<file path="src/rtl/note_sequencer.sv">
// note_sequencer: plays a captured 3-lane chart one column per beat.
// Ports: clk/reset (sync, active-high), start/pause/abort controls,
//   red_in/blue_in/yellow_in lane bitmaps, total_notes_in note total.
//   Outputs: beat, note_*, window_*, beat_index, notes_emitted,
//   playing, done, and count_mismatch when NOTE_SEQ_COUNT_CHECK_EN
//   is defined (compares emitted notes with the captured total).
module note_sequencer #(
  parameter int SONG_LEN = 100,
  parameter int BEAT_DIV = 12500000,
  parameter int WINDOW   = 16
) (
  input  logic                clk,
  input  logic                reset,
  input  logic                start,
  input  logic                pause,
  input  logic                abort,
  input  logic [SONG_LEN-1:0] red_in,
  input  logic [SONG_LEN-1:0] blue_in,
  input  logic [SONG_LEN-1:0] yellow_in,
  input  logic [7:0]          total_notes_in,
  output logic                beat,
  output logic                note_red,
  output logic                note_blue,
  output logic                note_yellow,
  output logic [WINDOW-1:0]   window_red,
  output logic [WINDOW-1:0]   window_blue,
  output logic [WINDOW-1:0]   window_yellow,
  output logic [6:0]          beat_index,
  output logic [7:0]          notes_emitted,
  output logic                playing,
  output logic                done
`ifdef NOTE_SEQ_COUNT_CHECK_EN
  ,
  output logic                count_mismatch
`endif
);

  localparam int DW = (BEAT_DIV > 2) ? $clog2(BEAT_DIV) : 1;
  localparam int CW = $clog2(SONG_LEN + 1);

  typedef enum logic [2:0] {
    S_IDLE,
    S_LOAD,
    S_PLAY,
    S_PAUSE,
    S_DONE
  } state_t;

  state_t              state_q, state_d;
  logic [SONG_LEN-1:0] red_q, red_d;
  logic [SONG_LEN-1:0] blue_q, blue_d;
  logic [SONG_LEN-1:0] yel_q, yel_d;
  logic [DW-1:0]       div_q, div_d;
  logic [CW-1:0]       cnt_q, cnt_d;
  logic [6:0]          idx_q, idx_d;
  logic [7:0]          ne_q, ne_d;
  logic                nr_q, nr_d;
  logic                nb_q, nb_d;
  logic                ny_q, ny_d;
  logic                beat_q, beat_d;
  logic                play_q, play_d;
  logic                done_q, done_d;
  logic                tc;
  logic [1:0]          pop;
  logic [8:0]          sum;

`ifdef NOTE_SEQ_COUNT_CHECK_EN
  logic [7:0] tot_q, tot_d;
  logic       mis_q, mis_d;
`else
  logic unused_total;
  assign unused_total = ^total_notes_in;
`endif

  assign tc  = (div_q == DW'(BEAT_DIV - 1));
  assign pop = {1'b0, red_q[0]} + {1'b0, blue_q[0]}
             + {1'b0, yel_q[0]};
  assign sum = {1'b0, ne_q} + {7'd0, pop};

  always_comb begin
    state_d = state_q;
    red_d   = red_q;
    blue_d  = blue_q;
    yel_d   = yel_q;
    div_d   = div_q;
    cnt_d   = cnt_q;
    idx_d   = idx_q;
    ne_d    = ne_q;
    nr_d    = nr_q;
    nb_d    = nb_q;
    ny_d    = ny_q;
    beat_d  = 1'b0;
`ifdef NOTE_SEQ_COUNT_CHECK_EN
    tot_d   = tot_q;
    mis_d   = mis_q;
`endif
    if (abort) begin
      state_d = S_IDLE;
      red_d   = '0;
      blue_d  = '0;
      yel_d   = '0;
      div_d   = '0;
      cnt_d   = '0;
      idx_d   = '0;
      ne_d    = '0;
      nr_d    = 1'b0;
      nb_d    = 1'b0;
      ny_d    = 1'b0;
`ifdef NOTE_SEQ_COUNT_CHECK_EN
      mis_d   = 1'b0;
`endif
    end else begin
      unique case (state_q)
        S_IDLE: begin
          if (start) state_d = S_LOAD;
        end
        S_LOAD: begin
          state_d = S_PLAY;
          red_d   = red_in;
          blue_d  = blue_in;
          yel_d   = yellow_in;
          div_d   = '0;
          cnt_d   = '0;
          idx_d   = '0;
          ne_d    = '0;
          nr_d    = 1'b0;
          nb_d    = 1'b0;
          ny_d    = 1'b0;
`ifdef NOTE_SEQ_COUNT_CHECK_EN
          tot_d   = total_notes_in;
          mis_d   = 1'b0;
`endif
        end
        S_PLAY, S_PAUSE: begin
          // Final column already presented: leave on the next cycle.
          if (state_q == S_PLAY && cnt_q == CW'(SONG_LEN)) begin
            state_d = S_DONE;
            nr_d    = 1'b0;
            nb_d    = 1'b0;
            ny_d    = 1'b0;
`ifdef NOTE_SEQ_COUNT_CHECK_EN
            mis_d   = (ne_q != tot_q);
`endif
          end else if (pause) begin
            state_d = S_PAUSE;
          end else begin
            state_d = S_PLAY;
            if (tc) begin
              div_d  = '0;
              nr_d   = red_q[0];
              nb_d   = blue_q[0];
              ny_d   = yel_q[0];
              red_d  = red_q >> 1;
              blue_d = blue_q >> 1;
              yel_d  = yel_q >> 1;
              ne_d   = sum[8] ? 8'hFF : sum[7:0];
              idx_d  = 7'(cnt_q);
              cnt_d  = cnt_q + CW'(1);
              beat_d = 1'b1;
            end else begin
              div_d = div_q + DW'(1);
            end
          end
        end
        S_DONE: begin
          if (start) state_d = S_LOAD;
        end
        default: state_d = S_IDLE;
      endcase
    end
    play_d = (state_d == S_LOAD) || (state_d == S_PLAY)
          || (state_d == S_PAUSE);
    done_d = (state_d == S_DONE);
  end

  always_ff @(posedge clk) begin
    if (reset) begin
      state_q <= S_IDLE;
      red_q   <= '0;
      blue_q  <= '0;
      yel_q   <= '0;
      div_q   <= '0;
      cnt_q   <= '0;
      idx_q   <= '0;
      ne_q    <= '0;
      nr_q    <= 1'b0;
      nb_q    <= 1'b0;
      ny_q    <= 1'b0;
      beat_q  <= 1'b0;
      play_q  <= 1'b0;
      done_q  <= 1'b0;
`ifdef NOTE_SEQ_COUNT_CHECK_EN
      tot_q   <= '0;
      mis_q   <= 1'b0;
`endif
    end else begin
      state_q <= state_d;
      red_q   <= red_d;
      blue_q  <= blue_d;
      yel_q   <= yel_d;
      div_q   <= div_d;
      cnt_q   <= cnt_d;
      idx_q   <= idx_d;
      ne_q    <= ne_d;
      nr_q    <= nr_d;
      nb_q    <= nb_d;
      ny_q    <= ny_d;
      beat_q  <= beat_d;
      play_q  <= play_d;
      done_q  <= done_d;
`ifdef NOTE_SEQ_COUNT_CHECK_EN
      tot_q   <= tot_d;
      mis_q   <= mis_d;
`endif
    end
  end

  assign beat          = beat_q;
  assign note_red      = nr_q;
  assign note_blue     = nb_q;
  assign note_yellow   = ny_q;
  assign window_red    = red_q[WINDOW-1:0];
  assign window_blue   = blue_q[WINDOW-1:0];
  assign window_yellow = yel_q[WINDOW-1:0];
  assign beat_index    = idx_q;
  assign notes_emitted = ne_q;
  assign playing       = play_q;
  assign done          = done_q;
`ifdef NOTE_SEQ_COUNT_CHECK_EN
  assign count_mismatch = mis_q;
`endif

endmodule

</file>
<file path="config.mk">
export PLATFORM = sky130hd
export DESIGN_NAME = note_sequencer
export DESIGN_NICKNAME = d
export VERILOG_FILES = /design/src/rtl/note_sequencer.sv
export SDC_FILE = /design/constraint.sdc
export NUM_CORES = 1
export LEC_CHECK = 0
export ABC_AREA = 1
export ABC_CLOCK_PERIOD_IN_PS = 3190
export CAP_MARGIN = 20
export CORE_MARGIN = 4
export CORE_UTILIZATION = 53
export CTS_CLUSTER_DIAMETER = 80
export DETAILED_ROUTE_END_ITERATION = 7
export HOLD_SLACK_MARGIN = 0.15
export MAX_ROUTING_LAYER = met4
export PLACE_DENSITY = 0.82
export SKIP_CTS_REPAIR_TIMING = 1
export SLEW_MARGIN = 5
export SYNTH_ARGS = -nofsm -noshare
export SYNTH_HDL_FRONTEND = slang
export SYNTH_SLANG_ARGS = --single-unit
</file>
<file path="constraint.sdc">
create_clock -name clk -period 3.19 [get_ports clk]
set_clock_uncertainty 0.2 [all_clocks]
set_input_delay 0.957 -clock clk [delete_from_list [all_inputs] [get_ports clk]]
set_output_delay 0.957 -clock clk [all_outputs]
set_load 0.05 [all_outputs]
</file>
==> flow_summary.ini, run 1 <==
[sta]
hold_viol_final = 0
rsz0062_at_grt = no
min_period_ns = 3.03
timing.setup.tns_ns = 0
worst_pin_slew_ns = 0.747
hold_ws_ns = 0.272
finalCritPeriodShare = 0.948
max_freq_mhz = 331
finalSetupViolCount = 0
finalMaxSlewViolations = 0
relSlewSlack = 0.502

[worst_setup_path]
cpMaxStageDelayCell = clkdlybuf4s50_1
max_stage_delay_ns = 0.88
reg2reg_slack_ns = 0.45
crit_chain = clkdlybuf4s50_1
cp_top_family = buffers and inverters
worstPathRequired_ns = 2.03
cp.arrival_ns = 1.87
cp-end-kind = output port
start_kind = flop
critPathKind = flop to output port
crit_buf_inv = 1
path_max_fanout = 4

[global_route]
met2_usage = 0.440
overflow = 0
grt_usage = 0.270
grt_max_degree = 163
grtUsageMet3 = 0.0312
gr-usage-met1 = 0.351
antenna_found_initial = 6
grt_pass1_vias = 18600
grt_pass1_wl_um = 89000
grt-busiest-layer = met2

[synth]
ys_warn_count = 0
netlist.top_cell.by_area = dfxtp_1
synth_xor_area_frac = 0.000905
synthArstFlopShare = 0
post_synth_main_area_contributors = dfxtp_1 (37%), nand2_1 (26%), nor2_1 (13%), nand3b_1 (12%), buf_2 (2.6%)
synth_cells = 3147
synth_flop_cell = dfxtp_1
synth_area_per_cell_um2 = 6.15
syn-num-nets = 3467
synth-simple-area-share = 0.532
synth_area_um2 = 19400
ys_seq_elements = 355
synthDominantCellAreaShare = 0.367
synthAdderAreaFrac = 0.00530
synth_top_family_by_area = simple AND/OR/NAND/NOR gates
synthMuxAreaShare = 0
synth_compound_area_frac = 0.0136
ys_seq_area_frac = 0.367
synth_cell_types = 27
synth_edf_count = 0

[floorplan]
dieArea_um2 = 39700
die_x_um = 199
die_h_um = 199
coreArea_um2 = 35800
floorplan.initialDensity = 0.540
fp-row-count = 69
io_pins = 382

[run_status]
status = complete, no violations

[route]
viasPerCell = 5.22
postRouteWirelength_um = 55000
avgRoutedWirePerCell_um = 14.3
dr.pass1.iters = 5
drtIter0Drc = 1429
drtAntennaViolNets = 0
drc = 0
num_vias = 20000

[clocking]
clk_transition_reported_paths_ns = 0.06
insertion_delay_ns = 0.52
cts_root_buf = clkbuf_16
cts.sinks = 355
clk_path_buf_depth = 3
cts_buffers = 39
cts_tree = built
cts_max_level = 2

[hold_path]
hp-class = flop to flop

[power]
p_per_area_nw_per_um2 = 449
p_leak_nw = 10.1
irDropWorstVdd_mv = 0.406

[placement]
gp_congestion = 0.899
port_buffers = 373
dp.cells = 3764
placed_area_um2 = 23000
dpl.hpwl_um = 35900

[final_layout]
syn_to_final_growth_pct = 25.9
register_area_um2 = 7110
layout_common_cells = nand2_1 (1328), nor2_1 (688), clkdlybuf4s50_1 (373)
final_common_cell = nand2_1
multi_input_area_um2 = 10700
drive_gt1_frac = 0.0347
finalNonFillerCells = 3841
fill_cells = 3059
fin_area_um2 = 24400
nNetsFinal = 3664

[run]
cap_violations = 0
layer usage:
layer | wire (um) | vias up
li1 | - | 10000
met2 | 25900 | 689
met1 | 23300 | 9196
met4 | 1810 | 0
met3 | 3890 | 120
met5 | 0 | -
per-stage QoR:
| stage | util | total power, mW | setup slack [ns] |
|---|---|---|---|
| global route | 0.680 | 11.4 | 0.0866 |
| floorplan | - | 5.70 | 0.565 |
| detailed placement | 0.642 | 6.33 | 0.230 |
| global placement | 0.642 | 6.30 | 0.294 |
| finish | 0.680 | 10.9 | 0.165 |
| CTS | 0.680 | 11.0 | 0.143 |
cells in the mapped netlist (2+ instances only):
| library cell | n |
|---|---|
| a211oi_1 | 2 |
| a21oi_1 | 23 |
| buf_1 | 16 |
| buf_2 | 101 |
| buf_4 | 54 |
| buf_6 | 2 |
| clkbuf_1 | 87 |
| dfxtp_1 | 355 |
| fa_1 | 2 |
| ha_1 | 5 |
| inv_1 | 63 |
| inv_2 | 2 |
| nand2_1 | 1330 |
| nand3_1 | 67 |
| nand3b_1 | 299 |
| nand4_1 | 9 |
| nor2_1 | 689 |
| nor3_1 | 8 |
| o21ai_0 | 19 |
| o21bai_1 | 5 |
| or2_2 | 2 |
| xor2_1 | 2 |
area by class of cell:
cell class,instances,area share
multi-input cells,2465,0.439
diodes,8,0.000821
well taps,461,0.0237
repair buffers,417,0.179
clock buffers,57,0.0482
flip-flops and latches,355,0.292
clock inverters,12,0.00678
inverters,66,0.0108
state kept, by name, indices dropped and copies added, names as in the netlist, 3 cells and up:
| name | flops |
|---|---|
| state_q | 3 |
| red_q | 100 |
| blue_q | 100 |
| beat_index | 7 |
| cnt_q | 7 |
| div_q | 24 |
| notes_emitted | 8 |
| yel_q | 100 |
cell families after synthesis:
group | count (synthesis)
XOR/XNOR | 2
AND/OR/NAND/NOR | 2407
AO/OA/AOI/OAI | 49
adder cells (fa/ha/maj) | 7
flip-flops | 355
buffers and inverters | 327
path summary, 6_finish.rpt:
check | startpoint | end | depth (start not counted)
worst max-delay path | notes_emitted[1]$_SDFFE_PP0P_ | notes_emitted[1] | 1
worst min-delay path | yel_q[99]$_SDFFE_PP0P_ | yel_q[99]$_SDFFE_PP0P_ | 2
worst max register to register | red_q[0]$_SDFFE_PP0P_ | notes_emitted[1]$_SDFFE_PP0P_ | 11
worst min register to register | yel_q[99]$_SDFFE_PP0P_ | yel_q[99]$_SDFFE_PP0P_ | 2
power by group:
group	total [mW]	internal [mW]	switching (mW)
registers	4.63	4.56	0.0695
clock network	4.69	2.88	1.82
logic	1.62	0.789	0.830
(Power assumes the default switching activity.)
==> run 2: changes to the inputs <==
- ABC_CLOCK_PERIOD_IN_PS: 3190 -> 2700
- CORE_UTILIZATION: 53 -> 48
- PLACE_DENSITY: 0.82 -> 0.78
- clock period: 3.19 -> 2.7 ns (I/O delays scaled with it)
==> flow_summary.ini, run 2 (synthesized netlist as in run 1, its figures left out) <==
[route]
num_vias = 20100
drtIter0Drc = 1699
drc = 0
avgRoutedWirePerCell_um = 14.3
drtAntennaViolNets = 0
postRouteWirelength_um = 56500
dr.pass1.iters = 5
viasPerCell = 5.11

[worst_setup_path]
cp-end-kind = flop
start_kind = flop
cpMaxStageDelayCell = fa_1
worstPathRequired_ns = 2.98
critPathKind = flop to flop
crit_chain = fa_1 -> ha_1 -> fa_1 -> nand2_1 -> nor2_2 -> nand2_1 -> nor2_4 -> nor2_1 -> nor2_1 -> nand3_1 -> a21oi_1
cp_top_family = adder cells
max_stage_delay_ns = 0.54
crit_buf_inv = 0
path_max_fanout = 4
cp.arrival_ns = 2.88

[sta]
finalSetupViolCount = 0
worst_pin_slew_ns = 0.563
max_freq_mhz = 384
finalCritPeriodShare = 0.963
min_period_ns = 2.60
finalMaxSlewViolations = 0
timing.setup.tns_ns = 0
hold_viol_final = 0
relSlewSlack = 0.622

[clocking]
clk_path_buf_depth = 3
cts_max_level = 2
cts_buffers = 40
cts_root_buf = clkbuf_16
clk_transition_reported_paths_ns = 0.06
insertion_delay_ns = 0.56
cts_tree = built
cts.sinks = 355

[power]
irDropWorstVdd_mv = 0.436
p_leak_nw = 11.5
p_per_area_nw_per_um2 = 516

[floorplan]
fp-row-count = 73
io_pins = 382
die_h_um = 209
dieArea_um2 = 43600
die_x_um = 209
coreArea_um2 = 39800
floorplan.initialDensity = 0.486

[final_layout]
syn_to_final_growth_pct = 29.2
fill_cells = 3599
nNetsFinal = 3705
multi_input_area_um2 = 10700
layout_common_cells = nand2_1 (1328), nor2_1 (686), dfxtp_1 (354)
drive_gt1_frac = 0.0478
register_area_um2 = 7110
fin_area_um2 = 25000
final_common_cell = nand2_1
largestRegisters = blue_q: 100 flops, red_q: 100 flops, yel_q: 100 flops

[global_route]
overflow = 0
grt_pass1_vias = 18800
grt_pass1_wl_um = 92100
grt_max_degree = 82
antenna_found_initial = 4
grt_usage = 0.253

[placement]
dpl.hpwl_um = 38200
gp_congestion = 0.902
placed_area_um2 = 23600
port_buffers = 373

[run_status]
status = complete, no violations

[run]
cap_violations = 0

[hold_path]
hp-class = flop to flop
-- run 2: changes by cell type in the layout (fill, tap and decap cells not counted), moves of 2 or more --
cell	previous run	this run
clkdlybuf4s50_1	373	304
bufinv_16	4	2
nor2_1	688	686
clkinv_2	6	2
diode_2	8	4
buf_4	20	53
buf_12	24	38
inv_6	0	2
dlymetal6s2s_1	0	62
-- run 2: worst paths after layout --
kind,start,cells after the start,slack (ns),to
max,red_q[0]$_SDFFE_PP0P_,11,0.1,notes_emitted[1]$_SDFFE_PP0P_
min,red_q[99]$_SDFFE_PP0P_,2,0.28,red_q[99]$_SDFFE_PP0P_
max reg2reg,red_q[0]$_SDFFE_PP0P_,11,0.1,notes_emitted[1]$_SDFFE_PP0P_
min reg2reg,red_q[99]$_SDFFE_PP0P_,2,0.28,red_q[99]$_SDFFE_PP0P_
-- run 2: area by class of cell --
class                   count  area share
multi-input cells        2465       0.428
flip-flops and latches    355       0.284
repair buffers            457       0.199
clock buffers              58      0.0472
well taps                 525      0.0263
inverters                  66      0.0105
clock inverters             8     0.00415
diodes                      4    0.000400
-- run 2: layer usage --
layer / GRT usage / up-vias / part of all wire
met5: - / - / 0
met2: 0.404 / 643 / 0.47
li1: - / 10100 / -
met4: 0.0756 / 0 / 0.025
met3: 0.0375 / 88 / 0.062
met1: 0.335 / 9256 / 0.44
-- run 2: metrics by stage --
step / utilization / hold slack, ns / total power [mW] / cells / setup WS (ns)
after floorplan: - / 0.246 / 6.73 / 3147 / 0.0754
after global placement: 0.591 / 0.258 / 7.53 / 3868 / 0.0584
after detailed placement: 0.591 / 0.264 / 7.57 / 3868 / 0.00449
after CTS: 0.624 / 0.278 / 13.0 / 3934 / -0.182
after global routing: 0.628 / 0.296 / 13.4 / 3938 / -0.00686
final: 0.628 / 0.276 / 12.9 / 3938 / 0.0986
-- run 2: where the power goes --
group | switching, mW | internal [mW] | leakage (nW)
clock network | 2.21 | 3.21 | 0.629
logic | 1.01 | 0.994 | 7.98
registers | 0.0823 | 5.39 | 2.88
-- run 2: worst min-delay path: stages, from the launching register on --
cell     delay, ns
dfxtp_1       0.30
inv_1         0.05
o21ai_0       0.07
